[src/rtl/cla_slice_seq_pkg.sv]
// rtl/cla_slice_seq_pkg.sv - shared constants and state encoding for the byte-serial add/sub sequencer
package cla_slice_seq_pkg;

    localparam int SLICE_W = 8;

    typedef enum logic [1:0] {
        ST_IDLE = 2'd0,
        ST_BUSY = 2'd1,
        ST_DONE = 2'd2
    } state_t;

endpackage

[src/rtl/cla_slice_seq_cla8.sv]
// rtl/cla_slice_seq_cla8.sv - 8-bit carry-lookahead adder slice
module cla_slice_seq_cla8 (
    input  logic [7:0] a,
    input  logic [7:0] b,
    input  logic       cin,
    output logic [7:0] f,
    output logic       cout
);

    logic [7:0] g;
    logic [7:0] p;
    logic [8:0] c;
    logic       acc;
    logic       pp;

    assign g = a & b;
    assign p = a ^ b;

    // Each carry is the flattened sum-of-products over all lower generate/propagate
    // terms, so no carry depends on another carry.
    always_comb begin
        c    = '0;
        acc  = 1'b0;
        pp   = 1'b0;
        c[0] = cin;
        for (int i = 0; i < 8; i++) begin
            acc = g[i];
            pp  = p[i];
            for (int j = i - 1; j >= 0; j--) begin
                acc = acc | (pp & g[j]);
                pp  = pp & p[j];
            end
            acc      = acc | (pp & cin);
            c[i + 1] = acc;
        end
    end

    assign f    = p ^ c[7:0];
    assign cout = c[8];

endmodule

[src/rtl/cla_slice_seq.sv]
// rtl/cla_slice_seq.sv - byte-serial add/subtract sequencer time-sharing one CLA8 slice
module cla_slice_seq
    import cla_slice_seq_pkg::*;
#(
    parameter int WIDTH = 32
) (
    input  logic             clk,
    input  logic             rst,
    input  logic             in_valid,
    output logic             in_ready,
    input  logic [WIDTH-1:0] a,
    input  logic [WIDTH-1:0] b,
    input  logic             sub,
    output logic             out_valid,
    input  logic             out_ready,
    output logic [WIDTH-1:0] result,
    output logic             carry,
    output logic             overflow,
    output logic             zero
);

    localparam int NSLICE = WIDTH / SLICE_W;
    localparam int IDX_W  = $clog2(NSLICE);

    state_t             state;
    state_t             state_nxt;
    logic [WIDTH-1:0]   opa;
    logic [WIDTH-1:0]   opb;
    logic               creg;
    logic [IDX_W-1:0]   idx;
    logic [SLICE_W-1:0] slice_a;
    logic [SLICE_W-1:0] slice_b;
    logic [SLICE_W-1:0] slice_f;
    logic               slice_cout;
    logic               last;
    logic               accept;

    assign in_ready  = (state == ST_IDLE) && !rst;
    assign out_valid = (state == ST_DONE);
    assign accept    = in_valid && in_ready;
    assign last      = (idx == IDX_W'(NSLICE - 1));

    assign slice_a = opa[int'(idx) * SLICE_W +: SLICE_W];
    assign slice_b = opb[int'(idx) * SLICE_W +: SLICE_W];

    cla_slice_seq_cla8 u_cla8 (
        .a    (slice_a),
        .b    (slice_b),
        .cin  (creg),
        .f    (slice_f),
        .cout (slice_cout)
    );

    always_ff @(posedge clk or posedge rst) begin
        if (rst) begin
            state <= ST_IDLE;
        end else begin
            state <= state_nxt;
        end
    end

    always_comb begin
        state_nxt = state;
        case (state)
            ST_IDLE: if (accept)    state_nxt = ST_BUSY;
            ST_BUSY: if (last)      state_nxt = ST_DONE;
            ST_DONE: if (out_ready) state_nxt = ST_IDLE;
            default:                state_nxt = ST_IDLE;
        endcase
    end

    // Subtract is A + ~B + 1: operand B is inverted once at accept and the +1 enters as cin.
    always_ff @(posedge clk or posedge rst) begin
        if (rst) begin
            opa      <= '0;
            opb      <= '0;
            creg     <= 1'b0;
            idx      <= '0;
            result   <= '0;
            carry    <= 1'b0;
            overflow <= 1'b0;
            zero     <= 1'b0;
        end else begin
            case (state)
                ST_IDLE: begin
                    if (accept) begin
                        opa  <= a;
                        opb  <= b ^ {WIDTH{sub}};
                        creg <= sub;
                        idx  <= '0;
                    end
                end
                ST_BUSY: begin
                    result[int'(idx) * SLICE_W +: SLICE_W] <= slice_f;
                    creg <= slice_cout;
                    idx  <= idx + 1'b1;
                    if (last) begin
                        carry    <= slice_cout;
                        overflow <= (opa[WIDTH-1] == opb[WIDTH-1]) &&
                                    (slice_f[SLICE_W-1] != opa[WIDTH-1]);
                        // Lower bytes are already in result; only the top byte is still in flight.
                        zero     <= (slice_f == '0) &&
                                    (result[WIDTH-SLICE_W-1:0] == '0);
                    end
                end
                default: ;
            endcase
        end
    end

endmodule

[config.mk]
export PLATFORM = sky130hd
export DESIGN_NAME = cla_slice_seq
export DESIGN_NICKNAME = d
export VERILOG_FILES = /design/src/rtl/cla_slice_seq_pkg.sv /design/src/rtl/cla_slice_seq_cla8.sv /design/src/rtl/cla_slice_seq.sv
export SDC_FILE = /design/constraint.sdc
export NUM_CORES = 1
export LEC_CHECK = 0
export BUFFER_PORTS_ARGS = -buffer_cell sky130_fd_sc_hd__clkbuf_2
export CORE_AREA = 4 4 135 137
export CTS_BUF_LIST = sky130_fd_sc_hd__clkbuf_8
export CTS_CLUSTER_DIAMETER = 100
export DETAILED_ROUTE_END_ITERATION = 8
export DIE_AREA = 0 0 139 141
export PLACE_DENSITY = 0.58
export REMOVE_ABC_BUFFERS = 1
export SYNTH_ARGS = -nofsm -noshare
export SYNTH_HDL_FRONTEND = slang
export SYNTH_HIERARCHICAL = 1
export SYNTH_SLANG_ARGS = --single-unit
[constraint.sdc]
create_clock -name clk -period 3.3 [get_ports clk]
set_input_delay 0.495 -clock clk [delete_from_list [all_inputs] [get_ports clk]]
set_output_delay 0.495 -clock clk [all_outputs]
set_load 0.05 [all_outputs]
### Word-level counts from Yosys, hierarchy flattened

Cells that the tools add are included.

* register bits: 104

* add/subtract/negate cells: 2
* equal/unequal tests: 8
* shift operators: 4
* mux-type cells: 9
* bitwise logic cells: 104
* reductions and logical operators: 13

Operators by type and width (count)
* bitwise AND 1 bit: 64
* variable part select 32 x 6 -> 8 bit: 2
* OR 1 bit: 36
* negation 5 -> 33 bit: 1
* variable shift 8 x 33 -> 32 bit (first input constant): 1
* variable part select 8 x 33 -> 32 bit: 1
* bitwise mux 32 bit: 1
* bitwise XOR 32 bit: 1
* zero test 24 bit: 1
* bitwise XOR 8 bit: 2
* bitwise AND 8 bit: 1
* zero test 8 bit: 1
* two-way mux 2 bit: 4
* case mux 2 bit (3 select lines): 1
* AND reduction 2 bit: 3
* equality test 2 bit (second input constant): 2
* logical AND 1 bit: 4
* != test 2 bit (second input constant): 2
* case mux 2 bit (2 select lines): 1
* AND reduction 3 bit: 1
* adder 2 x 1 -> 2 bit (second input constant): 1
* equality test 2 x 1 -> 1 bit (second input constant): 1
* zero test 2 bit: 1
* != test 2 x 1 -> 1 bit (second input constant): 1
* 6 further kinds: 6

### Longest topological paths before layout

* depth in word-level cells: 13
* depth in mapped cells: 11
* depth with buffers taken out: 9

### Hierarchy

Netlist, hierarchy kept.

By module, submodules not included
* cla_slice_seq: times used 1, cells each 354, area an instance 4737.0 um^2, seq. area each 2602.5 um^2
* cla_slice_seq_cla8: times used 1, cells each 41, area an instance 332.8 um^2, seq. area each 0.0 um^2

### Least setup slack after synthesis

Ideal clock, no wire load.

* path type: register to register
* from: register idx[0]
* to: register zero
* setup time: 0.095 ns
* arrival time: 3.021 ns
* required time: 3.205 ns
* setup slack: 0.184 ns
* stages on the path, launching flop included: 11
* period minus slack after synthesis: 3.116 ns
* cells stage by stage: dfrtp_1 buf_2 mux4_2 ha_1 a21oi_2 o2111ai_2 a221o_1 xor2_1 nor4_1 nand4_1 o31ai_1

* elaborated cells between the ends (all ways): 86
* those cells by class: 1 x eq/ne; 2 x shift; 80 x bitwise; 3 x reduce/logical

RTL lines
* start, declared: line cla_slice_seq.sv:30 `logic [IDX_W-1:0] idx;`
* start signal, assigned: line cla_slice_seq.sv:96 `idx <= idx + 1'b1;`
* variable part select 32 x 6 -> 8 bit (*): line cla_slice_seq.sv:43 `assign slice_a = opa[int'(idx) * SLICE_W +: SLICE_W];`
* net slice_a[0]: line cla_slice_seq.sv:31 `logic [SLICE_W-1:0] slice_a;`
* bitwise AND 8 bit or bitwise XOR 8 bit (tied branches): line cla_slice_seq_cla8.sv:16, cla_slice_seq_cla8.sv:17
* bitwise AND 1 bit, on equally long branches: line cla_slice_seq_cla8.sv:30, cla_slice_seq_cla8.sv:31
* OR 1 bit or bitwise AND 1 bit (tied branches): line cla_slice_seq_cla8.sv:30, cla_slice_seq_cla8.sv:33
* OR 1 bit (*): line cla_slice_seq_cla8.sv:33 `acc = acc | (pp & cin);`
* bitwise XOR 8 bit (*): line cla_slice_seq_cla8.sv:38 `assign f = p ^ c[7:0];`
* net slice_f[7]: line cla_slice_seq.sv:33 `logic [SLICE_W-1:0] slice_f;`
* zero test 8 bit (*): line cla_slice_seq.sv:102 `zero <= (slice_f == '0) &&`
* logical AND 1 bit (*): line cla_slice_seq.sv:102
* end signal, assigned: line cla_slice_seq.sv:102
* end, declared: line cla_slice_seq.sv:19 `output logic zero`

The timed path passes the listed nets; every way through them passes the cells marked *.
A chain may end at the register's enable or synchronous reset.

### Worst setup path in the final report

* from: register idx[1]
* to: register zero

Same word-level chain as after synthesis.

==> reports/qor.txt <==
Via-to-Cell Ratio = 4.81
ANT cells = 0
Hold Path Class = in2async
core area = 0.0171 mm²
max incr delay on CP = 0.73 ns
# nets final = 582
# setup viols final = 0
Worst path slowest cell = dfrtp_1
Tightest Pin Transition = 1.05 ns
mux cell area share after synthesis = 0.146
Slew HR = 0.298
Root Buffer = clkbuf_8
Clock Sink Count = 104
Longest Clk Path Bufs = 2
# IOs = 106
multi-input logic area = 0.00231 mm²
Worst path top cell family by delay = compound AO/OA/AOI/OAI gates
global-route wire length before repair = 20100 µm
die area = 0.0196 mm²
run status = complete, no violations
Clock transition at path regs = 0.10 ns
Vias = 3500
Reg area = 0.00260 mm²
CP arrival = 3.40 ns
gr ovfl total = 0
most frequent cells in the layout = 105 x clkbuf_2, 104 x dfrtp_1, 39 x nor2_1
CP max FO = 13
Hold Buf Count CTS = 0
Final Hold Viols = 0
Site Rows = 48
RSZ-0062 raised after global routing = false
final core occ = 0.355
Min Clock Period, post-route = 3.10 ns
Initial Util = 0.297
IO Port Bufs = 105
Final Skew = 0.0148 ns
Total GRT Usage = 0.130
TritonRoute pass-1 iters = 4
largest net degree at the start of global routing = 101
Synth Area in Simple Gates = 0.0901
Routed Antenna Nets = 0
Setup CP Type = reg2reg
max cap viols = 0
Reg2Reg Setup Slack = 0.20 ns
Post-DP Area = 0.00584 mm²
Netlist Area Pre-Place = 0.00507 mm²
synthesis-stage register bit count = 104
worst path bufs/invs = 0
die span in y = 141 µm
CP startpoint kind = flop
fraction of layout cells with a size suffix above 1 = 0.382
DP HPWL = 9410 µm
CP Cell Sequence = mux4_2 -> ha_1 -> a21oi_2 -> o2111ai_2 -> a221o_1 -> xor2_1 -> nor4_1 -> nand4_1 -> o31ai_2
Final period util = 0.940
vias in the first global route = 3710
commonest non-fill, non-tap cell in the layout = clkbuf_2
Design Area, Final = 0.00606 mm²
Post-Synth XOR/XNOR Area = 0.0656
Yosys warnings = 6
DIE WIDTH = 139 µm
Detailed Route WL = 12400 µm
TritonCTS Buffers = 9
H-tree levels = 3
Post-CTS Setup Inserts = 0
max-slew violations = 0
Max Clock Freq = 0.322 GHz
Area growth syn-to-layout = 19.5%
compound-gate portion of the synthesized area = 0.112
antenna violations before repair = 0
routed wire length per instance = 17.0 µm
worst path required time = 3.60 ns
Netlist cell types = 41
residual DRC count = 0
filler cell count = 1712
gpl congestion = 0.852
Adder-Cell Fraction of Synth Area = 0.0385
CP Capture Type = flop
Avg Inst Size Synth = 12.8 µm²
post-synthesis sequential area ratio = 0.513
worst skew pair latency = 0.39 ns
largest family of logic cells by synthesized area = multiplexers
Post-Syn Instances = 395
TritonCTS clock tree = built
initial drt markers = 182
-- path summary, 6_finish.rpt --
path                       startpoint          to  cells after the start
hold reg to reg              overflow    overflow                      2
setup / recovery               idx[1]        zero                      9
max in group asynchronous         rst  result[15]                      3
min in group clk            out_ready    state[1]                      2
setup reg to reg               idx[1]        zero                      9
hold / removal                    rst     opa[31]                      2
-- through the flow --
step / setup slack (ns) / setup TNS (ns) / hold WS (ns) / cells
CTS: 0.128 / 0 / 0.218 / 728
finish: 0.198 / 0 / 0.198 / 728
floorplan: -0.458 / -23.95 / 0.475 / 374
global route: 0.0252 / 0 / 0.252 / 728
detailed placement: 0.165 / 0 / 0.484 / 712
global placement: 0.285 / 0 / 0.473 / 712
-- layer usage --
layer	global-route usage	vias to the layer above	share of wire	wire (µm)
li1	-	1643	-	-
met3	0.0366	14	0.054	668
met4	0.0402	0	0.014	174
met2	0.211	98	0.49	6040
met5	0	-	0	0
met1	0.170	1745	0.45	5520
-- Yosys cell counts --
cell       instances  area share
clkbuf_1           2      0.0015
o41ai_1            1      0.0017
fa_1               1      0.0039
o31ai_1            1      0.0015
o21bai_1           1      0.0015
inv_1             10      0.0074
nand3_1            2      0.0020
nor3_1             2      0.0020
mux4_2            16       0.071
buf_4              6      0.0089
buf_6              3      0.0067
ha_1              14       0.035
nand4_1            2      0.0025
o22ai_1            1      0.0012
mux2_2            33       0.073
o211ai_1           1      0.0015
a21oi_2            1      0.0017
o21ai_0            4      0.0039
nor4b_4            3       0.014
nor4_1             8      0.0099
xor2_1             2      0.0035
nor3_2             2      0.0039
a221o_1            1      0.0020
and3b_1            1      0.0017
nand3b_4           1      0.0039
a21oi_1           36       0.036
nor4_2             2      0.0049
and2b_2            1      0.0017
nand3b_2           1      0.0022
nand2b_1           3      0.0037
and3_1             1      0.0012
nand3b_1           3      0.0044
a21o_1             2      0.0030
dfrtp_1          104        0.51
nor2_1            39       0.029
a22o_1            32       0.055
nand2_1            4      0.0030
o2111ai_2          1      0.0030
buf_2             10      0.0099
xnor2_1           36       0.062
mux2i_1            1      0.0020
-- layout make-up --
class	instances	area share
Timing Repair Buffer	113	0.103
Inverter	10	0.00661
Clock buffer	11	0.0250
Clock inverter	5	0.00929
Sequential cell	104	0.429
Tap cell	225	0.0464
Multi-Input combinational cell	260	0.380
-- worst reg2reg max path: stages, from the launching register on --
cell and delay (ns):
dfrtp_1 0.73, mux4_2 0.43, ha_1 0.32, a21oi_2 0.19
o2111ai_2 0.20, a221o_1 0.40, xor2_1 0.19, nor4_1 0.22
nand4_1 0.15, o31ai_2 0.19
-- state kept, by name (all words and copies together) (netlist names) --
register and count:
idx 2, creg 1, state 2, result 32, opa 32, zero 1
overflow 1, opb 32, carry 1
-- kinds of logic after synthesis --
kind of cell | count (synthesis)
AO/OA/AOI/OAI | 82
multiplexers | 50
flip-flops | 104
XOR/XNOR | 38
adder cells (fa/ha/maj) | 15
AND/OR/NAND/NOR | 75
buffers and inverters | 31
-- timing repair --
item / in CTS / in global routing
resized for setup: 0 / 2
endpoints found under the setup margin: 0 / 1
endpoints found under the hold margin: 0 / 0
Power is left out: the tool's default activity adds up to more than one toggle a clock period on the data nets, which glitch-free logic cannot reach.
